`config.mk`:
```
export PLATFORM = sky130hd
export DESIGN_NAME = fifo_port_arbiter_flat
export DESIGN_NICKNAME = d
export VERILOG_FILES = /design/src/rtl/fifo_port_arbiter_pkg.sv /design/src/rtl/fifo_port_arbiter_if.sv /design/src/rtl/fifo_port_arbiter_rr_arbiter2.sv /design/src/rtl/fifo_port_arbiter.sv /design/src/flat_wrapper.sv
export SDC_FILE = /design/constraint.sdc
export NUM_CORES = 1
export LEC_CHECK = 0
export ABC_AREA = 1
export BUFFER_PORTS_ARGS = -buffer_cell sky130_fd_sc_hd__buf_2
export CAP_MARGIN = 20
export CORE_ASPECT_RATIO = 0.9
export CORE_MARGIN = 5
export CORE_UTILIZATION = 49
export CTS_BUF_LIST = sky130_fd_sc_hd__clkbuf_4
export DETAILED_ROUTE_END_ITERATION = 8
export PLACE_DENSITY = 0.82
export SYNTH_ARGS = -nofsm -noshare
export SYNTH_HDL_FRONTEND = slang
export SYNTH_HIERARCHICAL = 1
export SYNTH_SLANG_ARGS = --single-unit
```
`constraint.sdc`:
```
create_clock -name clk -period 3.2 [get_ports clk]
set_clock_uncertainty 0.05 [all_clocks]
set_input_delay 0.48 -clock clk [delete_from_list [all_inputs] [get_ports clk]]
set_output_delay 0.48 -clock clk [all_outputs]
set_load 0.02 [all_outputs]
```
`src/rtl/fifo_port_arbiter_pkg.sv`:
```
// Shared types and constants for the two-port FIFO arbiter.
// No logic, so there is no latency and no backpressure.
package fifo_ctrl_pkg;

    localparam int DATA_W_DEF = 15;
    localparam int ADDR_W_DEF = 3;

    localparam logic OP_READ  = 1'b0;
    localparam logic OP_WRITE = 1'b1;

    typedef enum logic [2:0] {
        IDLE,
        WRITE,
        READ,
        RDATA,
        FLUSH
    } state_t;

    function automatic logic [1:0] idx_onehot(input logic idx);
        return idx ? 2'b10 : 2'b01;
    endfunction

endpackage

```
`src/rtl/fifo_port_arbiter_if.sv`:
```
// Requester-side bundle: requests, operations, data, flush and FIFO status.
// No latency; requests are held by the master until the matching grant pulse.
interface fifo_port_arbiter_if
    import fifo_ctrl_pkg::*;
#(
    parameter int DATA_W = DATA_W_DEF,
    parameter int ADDR_W = ADDR_W_DEF
);

    logic [1:0]        req;
    logic [1:0]        op;
    logic [DATA_W-1:0] wdata0;
    logic [DATA_W-1:0] wdata1;
    logic              flush;
    logic [1:0]        gnt;
    logic [1:0]        rvalid;
    logic [DATA_W-1:0] rdata;
    logic              full;
    logic              empty;
    logic [ADDR_W:0]   count;

    modport master (
        output req, op, wdata0, wdata1, flush,
        input  gnt, rvalid, rdata, full, empty, count
    );

    modport slave (
        input  req, op, wdata0, wdata1, flush,
        output gnt, rvalid, rdata, full, empty, count
    );

endinterface

```
`src/rtl/fifo_port_arbiter_rr_arbiter2.sv`:
```
// Two-way round-robin pick among eligible requests; combinational, zero latency.
// No backpressure: an empty eligible vector simply yields no winner.
module rr_arbiter2 (
    input  logic [1:0] elig,
    input  logic       last,
    output logic [1:0] win,
    output logic       win_vld
);

    always_comb begin
        win = 2'b00;
        case (elig)
            2'b01:   win = 2'b01;
            2'b10:   win = 2'b10;
            // Tie goes to whoever was not served most recently.
            2'b11:   win = last ? 2'b01 : 2'b10;
            default: win = 2'b00;
        endcase
    end

    assign win_vld = |elig;

endmodule

```
`src/rtl/fifo_port_arbiter.sv`:
```
// Arbitrated read/write sequencer for a shared sync FIFO memory; grant 1 cycle after IDLE sample, read data 1 cycle after grant.
// Ineligible requests (write when full, read when empty) stay pending without a grant until the FIFO state allows them.
module fifo_port_arbiter
    import fifo_ctrl_pkg::*;
#(
    parameter int DATA_W = DATA_W_DEF,
    parameter int ADDR_W = ADDR_W_DEF
) (
    input  logic                clk,
    input  logic                rst_n,
    fifo_port_arbiter_if.slave  port,
    output logic                mem_wen,
    output logic                mem_ren,
    output logic [ADDR_W-1:0]   mem_wr_addr,
    output logic [ADDR_W-1:0]   mem_rd_addr,
    output logic [DATA_W-1:0]   mem_wdata,
    input  logic [DATA_W-1:0]   mem_rdata
);

    state_t            state;
    logic [ADDR_W:0]   wr_ptr;
    logic [ADDR_W:0]   rd_ptr;
    logic              last;
    logic              sel;
    logic [1:0]        gnt_r;
    logic [1:0]        rvalid_r;
    logic              full_i;
    logic              empty_i;
    logic [1:0]        elig;
    logic [1:0]        win;
    logic              win_vld;

    // Flags decode straight from the pointer registers, so they settle one
    // cycle after the pointer moves and are stable whenever IDLE looks at them.
    assign empty_i = (wr_ptr == rd_ptr);
    assign full_i  = (wr_ptr[ADDR_W] != rd_ptr[ADDR_W]) &&
                     (wr_ptr[ADDR_W-1:0] == rd_ptr[ADDR_W-1:0]);

    assign port.empty  = empty_i;
    assign port.full   = full_i;
    assign port.count  = wr_ptr - rd_ptr;
    assign port.gnt    = gnt_r;
    assign port.rvalid = rvalid_r;
    assign port.rdata  = (state == RDATA) ? mem_rdata : '0;

    always_comb begin
        elig = 2'b00;
        for (int i = 0; i < 2; i++) begin
            elig[i] = port.req[i] && ((port.op[i] == OP_WRITE) ? !full_i : !empty_i);
        end
    end

    rr_arbiter2 u_arb (
        .elig    (elig),
        .last    (last),
        .win     (win),
        .win_vld (win_vld)
    );

    always_ff @(posedge clk or negedge rst_n) begin
        if (!rst_n) begin
            state       <= IDLE;
            wr_ptr      <= '0;
            rd_ptr      <= '0;
            last        <= 1'b1;
            sel         <= 1'b0;
            gnt_r       <= 2'b00;
            rvalid_r    <= 2'b00;
            mem_wen     <= 1'b0;
            mem_ren     <= 1'b0;
            mem_wr_addr <= '0;
            mem_rd_addr <= '0;
            mem_wdata   <= '0;
        end else begin
            gnt_r    <= 2'b00;
            rvalid_r <= 2'b00;
            mem_wen  <= 1'b0;
            mem_ren  <= 1'b0;
            case (state)
                IDLE: begin
                    if (port.flush) begin
                        state <= FLUSH;
                    end else if (win_vld) begin
                        sel   <= win[1];
                        last  <= win[1];
                        gnt_r <= win;
                        if (port.op[win[1]] == OP_WRITE) begin
                            state       <= WRITE;
                            mem_wen     <= 1'b1;
                            mem_wr_addr <= wr_ptr[ADDR_W-1:0];
                            mem_wdata   <= win[1] ? port.wdata1 : port.wdata0;
                        end else begin
                            state       <= READ;
                            mem_ren     <= 1'b1;
                            mem_rd_addr <= rd_ptr[ADDR_W-1:0];
                        end
                    end
                end
                WRITE: begin
                    wr_ptr <= wr_ptr + 1'b1;
                    state  <= IDLE;
                end
                READ: begin
                    rd_ptr   <= rd_ptr + 1'b1;
                    rvalid_r <= idx_onehot(sel);
                    state    <= RDATA;
                end
                RDATA: begin
                    state <= IDLE;
                end
                FLUSH: begin
                    wr_ptr <= '0;
                    rd_ptr <= '0;
                    state  <= IDLE;
                end
                default: begin
                    state <= IDLE;
                end
            endcase
        end
    end

endmodule

```
`src/flat_wrapper.sv`:
```
// flat-port wrapper written by rule: the top's interface ports become plain ports
module fifo_port_arbiter_flat import fifo_ctrl_pkg::*;
#(
    parameter int DATA_W = DATA_W_DEF,
    parameter int ADDR_W = ADDR_W_DEF
)
  (clk, rst_n, mem_wen, mem_ren, mem_wr_addr, mem_rd_addr, mem_wdata, mem_rdata, port_req, port_op, port_wdata0, port_wdata1, port_flush, port_gnt, port_rvalid, port_rdata, port_full, port_empty, port_count);
  fifo_port_arbiter_if #(.DATA_W(DATA_W), .ADDR_W(ADDR_W)) port_i ();
  input  logic clk;
  input  logic rst_n;
  output logic mem_wen;
  output logic mem_ren;
  output logic [ADDR_W-1:0] mem_wr_addr;
  output logic [ADDR_W-1:0] mem_rd_addr;
  output logic [DATA_W-1:0] mem_wdata;
  input  logic [DATA_W-1:0] mem_rdata;
  input wire logic [$bits(port_i.req)-1:0] port_req;
  input wire logic [$bits(port_i.op)-1:0] port_op;
  input wire logic [$bits(port_i.wdata0)-1:0] port_wdata0;
  input wire logic [$bits(port_i.wdata1)-1:0] port_wdata1;
  input wire logic [$bits(port_i.flush)-1:0] port_flush;
  output wire logic [$bits(port_i.gnt)-1:0] port_gnt;
  output wire logic [$bits(port_i.rvalid)-1:0] port_rvalid;
  output wire logic [$bits(port_i.rdata)-1:0] port_rdata;
  output wire logic [$bits(port_i.full)-1:0] port_full;
  output wire logic [$bits(port_i.empty)-1:0] port_empty;
  output wire logic [$bits(port_i.count)-1:0] port_count;
  assign port_i.req = port_req;
  assign port_i.op = port_op;
  assign port_i.wdata0 = port_wdata0;
  assign port_i.wdata1 = port_wdata1;
  assign port_i.flush = port_flush;
  assign port_gnt = port_i.gnt;
  assign port_rvalid = port_i.rvalid;
  assign port_rdata = port_i.rdata;
  assign port_full = port_i.full;
  assign port_empty = port_i.empty;
  assign port_count = port_i.count;
  fifo_port_arbiter #(.DATA_W(DATA_W), .ADDR_W(ADDR_W)) u_core (.clk(clk), .rst_n(rst_n), .port(port_i), .mem_wen(mem_wen), .mem_ren(mem_ren), .mem_wr_addr(mem_wr_addr), .mem_rd_addr(mem_rd_addr), .mem_wdata(mem_wdata), .mem_rdata(mem_rdata));
endmodule
```
==> impl_metrics.json <==
{
  "synthTopCellsByArea": "dfrtp_1, nand2_1, nand3_1",
  "clkLatencyLatePin_ns": 0.35,
  "grt_max_degree": 41,
  "drtIter0Drc": 152,
  "irDropWorstVdd_mv": 0.6562,
  "num_antenna_cells": 0,
  "area_delta_synth_final_pct": 26.50,
  "fin_tns_setup_ns": 0,
  "portBuffers": 99,
  "worstSetupPathType": "flip-flop to flip-flop",
  "crit_fanout": 20,
  "pre_cts_slack_ns": 0.3839,
  "place_congestion": 0.7974,
  "drt-vias-per-instance": 4.701,
  "crit_path_end_kind": "flip-flop",
  "internal-power_mw": 1.338,
  "cts_inserted_buffers": 5,
  "dieWidth_um": 81.68,
  "start_util": 0.5080,
  "overflow": 0,
  "critPathArrivalTime_ns": 3.02,
  "synth_most_common_cell": "nand2_1",
  "m1WireLength_um": 2406,
  "drc": 0,
  "wirelength_um": 5537,
  "rows": 23,
  "async_flop_share": 1.000,
  "yosysSeqAreaShare": 0.4423,
  "ant_nets": 0,
  "synthFlopType": "dfrtp_1",
  "cp_slowest_cell": "dfrtp_1",
  "critPathMostFrequentCell": "nand2_1",
  "fin_nets": 466,
  "fmax_mhz": 355.0,
  "final_util": 0.6426,
  "period_minus_slack_ns": 2.817,
  "grt_pass1_vias": 2091,
  "cts_hold_buf": 0,
  "setup_ws_ns": 0.3831,
  "p_sw_frac": 0.4889,
  "worstPathRequired_ns": 3.40,
  "rsz0062_at_grt": "no",
  "fin_crit_sh": 0.8803,
  "synth_top_cell_by_area": "dfrtp_1",
  "synth_edf_count": 0,
  "syn_area_per_cell_sq_um": 7.333,
  "drt-pass1-iter-count": 4,
  "postCtsSetupBuffers": 0,
  "syn-cell-area_sq_um": 2266,
  "htree_levels": 2,
  "antenna_found_initial": 0,
  "cts_buffer_depth": 2,
  "ys_seq_elements": 40,
  "chipHeight_um": 74.51,
  "hp-class": "primary input to asynchronous set/reset pin",
  "routed-wl-met3_um": 428,
  "dieArea_sq_um": 6086,
  "root_buffer": "clkbuf_4",
  "maxCapViolCount": 0,
  "synth_cell_type_count": 29,
  "crit_chain": "ha_1 > nand2_1 > nor2_1 > nand2_1 > nor2_1 > nor2_1 > inv_1 > a21oi_1 > buf_4 > inv_2 > nand2_1 > nand2_1 > nand3_4 > nand2_1 > nand2_1",
  "io-pin-count": 100,
  "p_sw_mw": 1.280,
  "wl_met2_um": 2666,
  "synth_nets": 367,
  "pwr-share-seq": 0.321,
  "vias": 2214,
  "status": "finished, final reports clean",
  "setup_viol": 0,
  "p_comb_frac": 0.547,
  "synth_cells": 309,
  "yosysTopAreaCellShare": 0.4307,
  "critPathMaxStageDelay_ns": 0.49,
  "drive_gt1_frac": 0.2958,
  "path_clk_slew_ns": 0.13,
  "max_slew_margin": 0.4182,
  "grt_usage": 0.1884,
  "core_sq_um": 4461,
  "grt_pass1_wl_um": 8976,
  "cts_tree": "yes",
  "crit_path_start_kind": "flip-flop",
  "clkPwrFrac": 0.132,
  "top_layer": "met4",
  "power_density_nw_per_um2": 913.0,
  "ctsResizeCount": 0,
  "finalMaxSlewViolations": 0,
  "synthTopCellsByCount": "nand2_1, dfrtp_1, nor2_1",
  "cts.sinks": 40,
  "p_leak_nw": 1.788,
  "yosysWarnings": 6,
  "wl_per_cell_um": 11.76,
  "hpwlAfterDp_um": 4406,
  "tightestPinTransition_ns": 0.8728,
  "hold_viol": 0
}
metal layers:
| layer | GRT usage | vias to the layer above |
|---|---|---|
| met5 | 0 | - |
| met4 | 0.04613 | 0 |
| met3 | 0.04964 | 2 |
| met2 | 0.3345 | 72 |
| met1 | 0.2292 | 987 |
| li1 | - | 1153 |
worst max-delay path, delay by kind of cell (launching register included):
family                     cells  cell delay, ns
buffers and inverters          3            0.57
and+or+nand+nor               10            1.21
DFF                            1            0.49
AOI/OAI and AO/OA              1            0.04
adders and majority gates      1            0.36
flip-flops by register name (all words and copies together) (netlist names):
name / flops
u_core/sel: 1
u_core/port.rvalid: 2
u_core/state: 3
u_core/mem_wr_addr: 3
u_core/mem_wen: 1
u_core/wr_ptr: 4
u_core/rd_ptr: 4
u_core/port.gnt: 2
u_core/mem_ren: 1
u_core/last: 1
u_core/mem_rd_addr: 3
u_core/mem_wdata: 15
cells in the final DEF (no fill, tap or decap):
cell / Yosys / routed
a21oi_1: 3 / 3
buf_2: 3 / 99
buf_4: 2 / 2
bufinv_16: 0 / 1
clkbuf_4: 0 / 5
clkinvlp_4: 0 / 1
dfrtp_1: 39 / 39
dfstp_2: 1 / 1
fa_1: 1 / 1
ha_1: 5 / 5
inv_1: 34 / 34
inv_2: 2 / 2
inv_6: 0 / 1
nand2_1: 121 / 121
nand2_4: 3 / 3
nand3_1: 29 / 29
nand3_2: 1 / 1
nand3_4: 1 / 1
nand3b_1: 2 / 2
nand4_1: 1 / 1
nor2_1: 36 / 36
nor2_2: 1 / 1
nor2_4: 1 / 1
nor2_8: 1 / 1
nor3_1: 1 / 1
o21ai_0: 11 / 11
o22ai_1: 1 / 1
or2_1: 1 / 1
or2_2: 1 / 1
xnor2_1: 3 / 3
power by group through the flow:
| stage | combinational [mW] | clock [mW] | sequential (mW) |
|---|---|---|---|
| finish | 1.43 | 0.345 | 0.840 |
| global route | 1.62 | 0.372 | 0.867 |
| CTS | 1.45 | 0.357 | 0.838 |
| detailed placement | 1.45 | 0 | 0.848 |
| global placement | 1.41 | 0 | 0.841 |
| floorplan | 0.910 | 0 | 0.987 |
path summary, 6_finish.rpt:
check                               startpoint               endpoint  slack [ns]  cells after the start
max                           u_core/wr_ptr[2]    u_core/mem_wdata[7]        0.38                     15
min reg2reg                u_core/mem_wdata[3]    u_core/mem_wdata[3]        0.43                      2
min in group clk                    port_flush        u_core/state[2]        0.39                      3
min                                      rst_n       u_core/rd_ptr[1]        0.18                      1
max in group asynchronous                rst_n  u_core/port.rvalid[1]        2.37                      1
max reg2reg                   u_core/wr_ptr[2]    u_core/mem_wdata[7]        0.38                     15
layout make-up:
type / instances / area, sq um
Tap cell: 62 / 77.57
Multi-Input combinational cell: 224 / 1057
Clock inverter: 3 / 46.29
Inverter: 36 / 135.1
Timing Repair Buffer: 101 / 510.5
Fill cell: 394 / 1594
Sequential cell: 40 / 1002
Clock buffer: 5 / 37.54
through the flow:
stage | instances | total power, mW | hold WS [ns] | cell area, sq um
3_3_place_gp | 463 | 2.256 | 0.4000 | 2783
2_1_floorplan | 309 | 1.897 | 0.1344 | 2266
3_5_place_dp | 463 | 2.296 | 0.4029 | 2783
4_1_cts | 471 | 2.646 | 0.2019 | 2867
5_1_grt | 471 | 2.856 | 0.2466 | 2867
6_report | 471 | 2.617 | 0.1769 | 2867
kinds of logic after synthesis:
kind of cell,after synthesis,synth area share
AOI/OAI and AO/OA,15,0.03368
xor gates and xnor gates,3,0.01160
adders and majority gates,6,0.03644
buffers and inverters,45,0.09110
DFF,40,0.4423
and+or+nand+nor,200,0.3849
(Power assumes the default switching activity.)
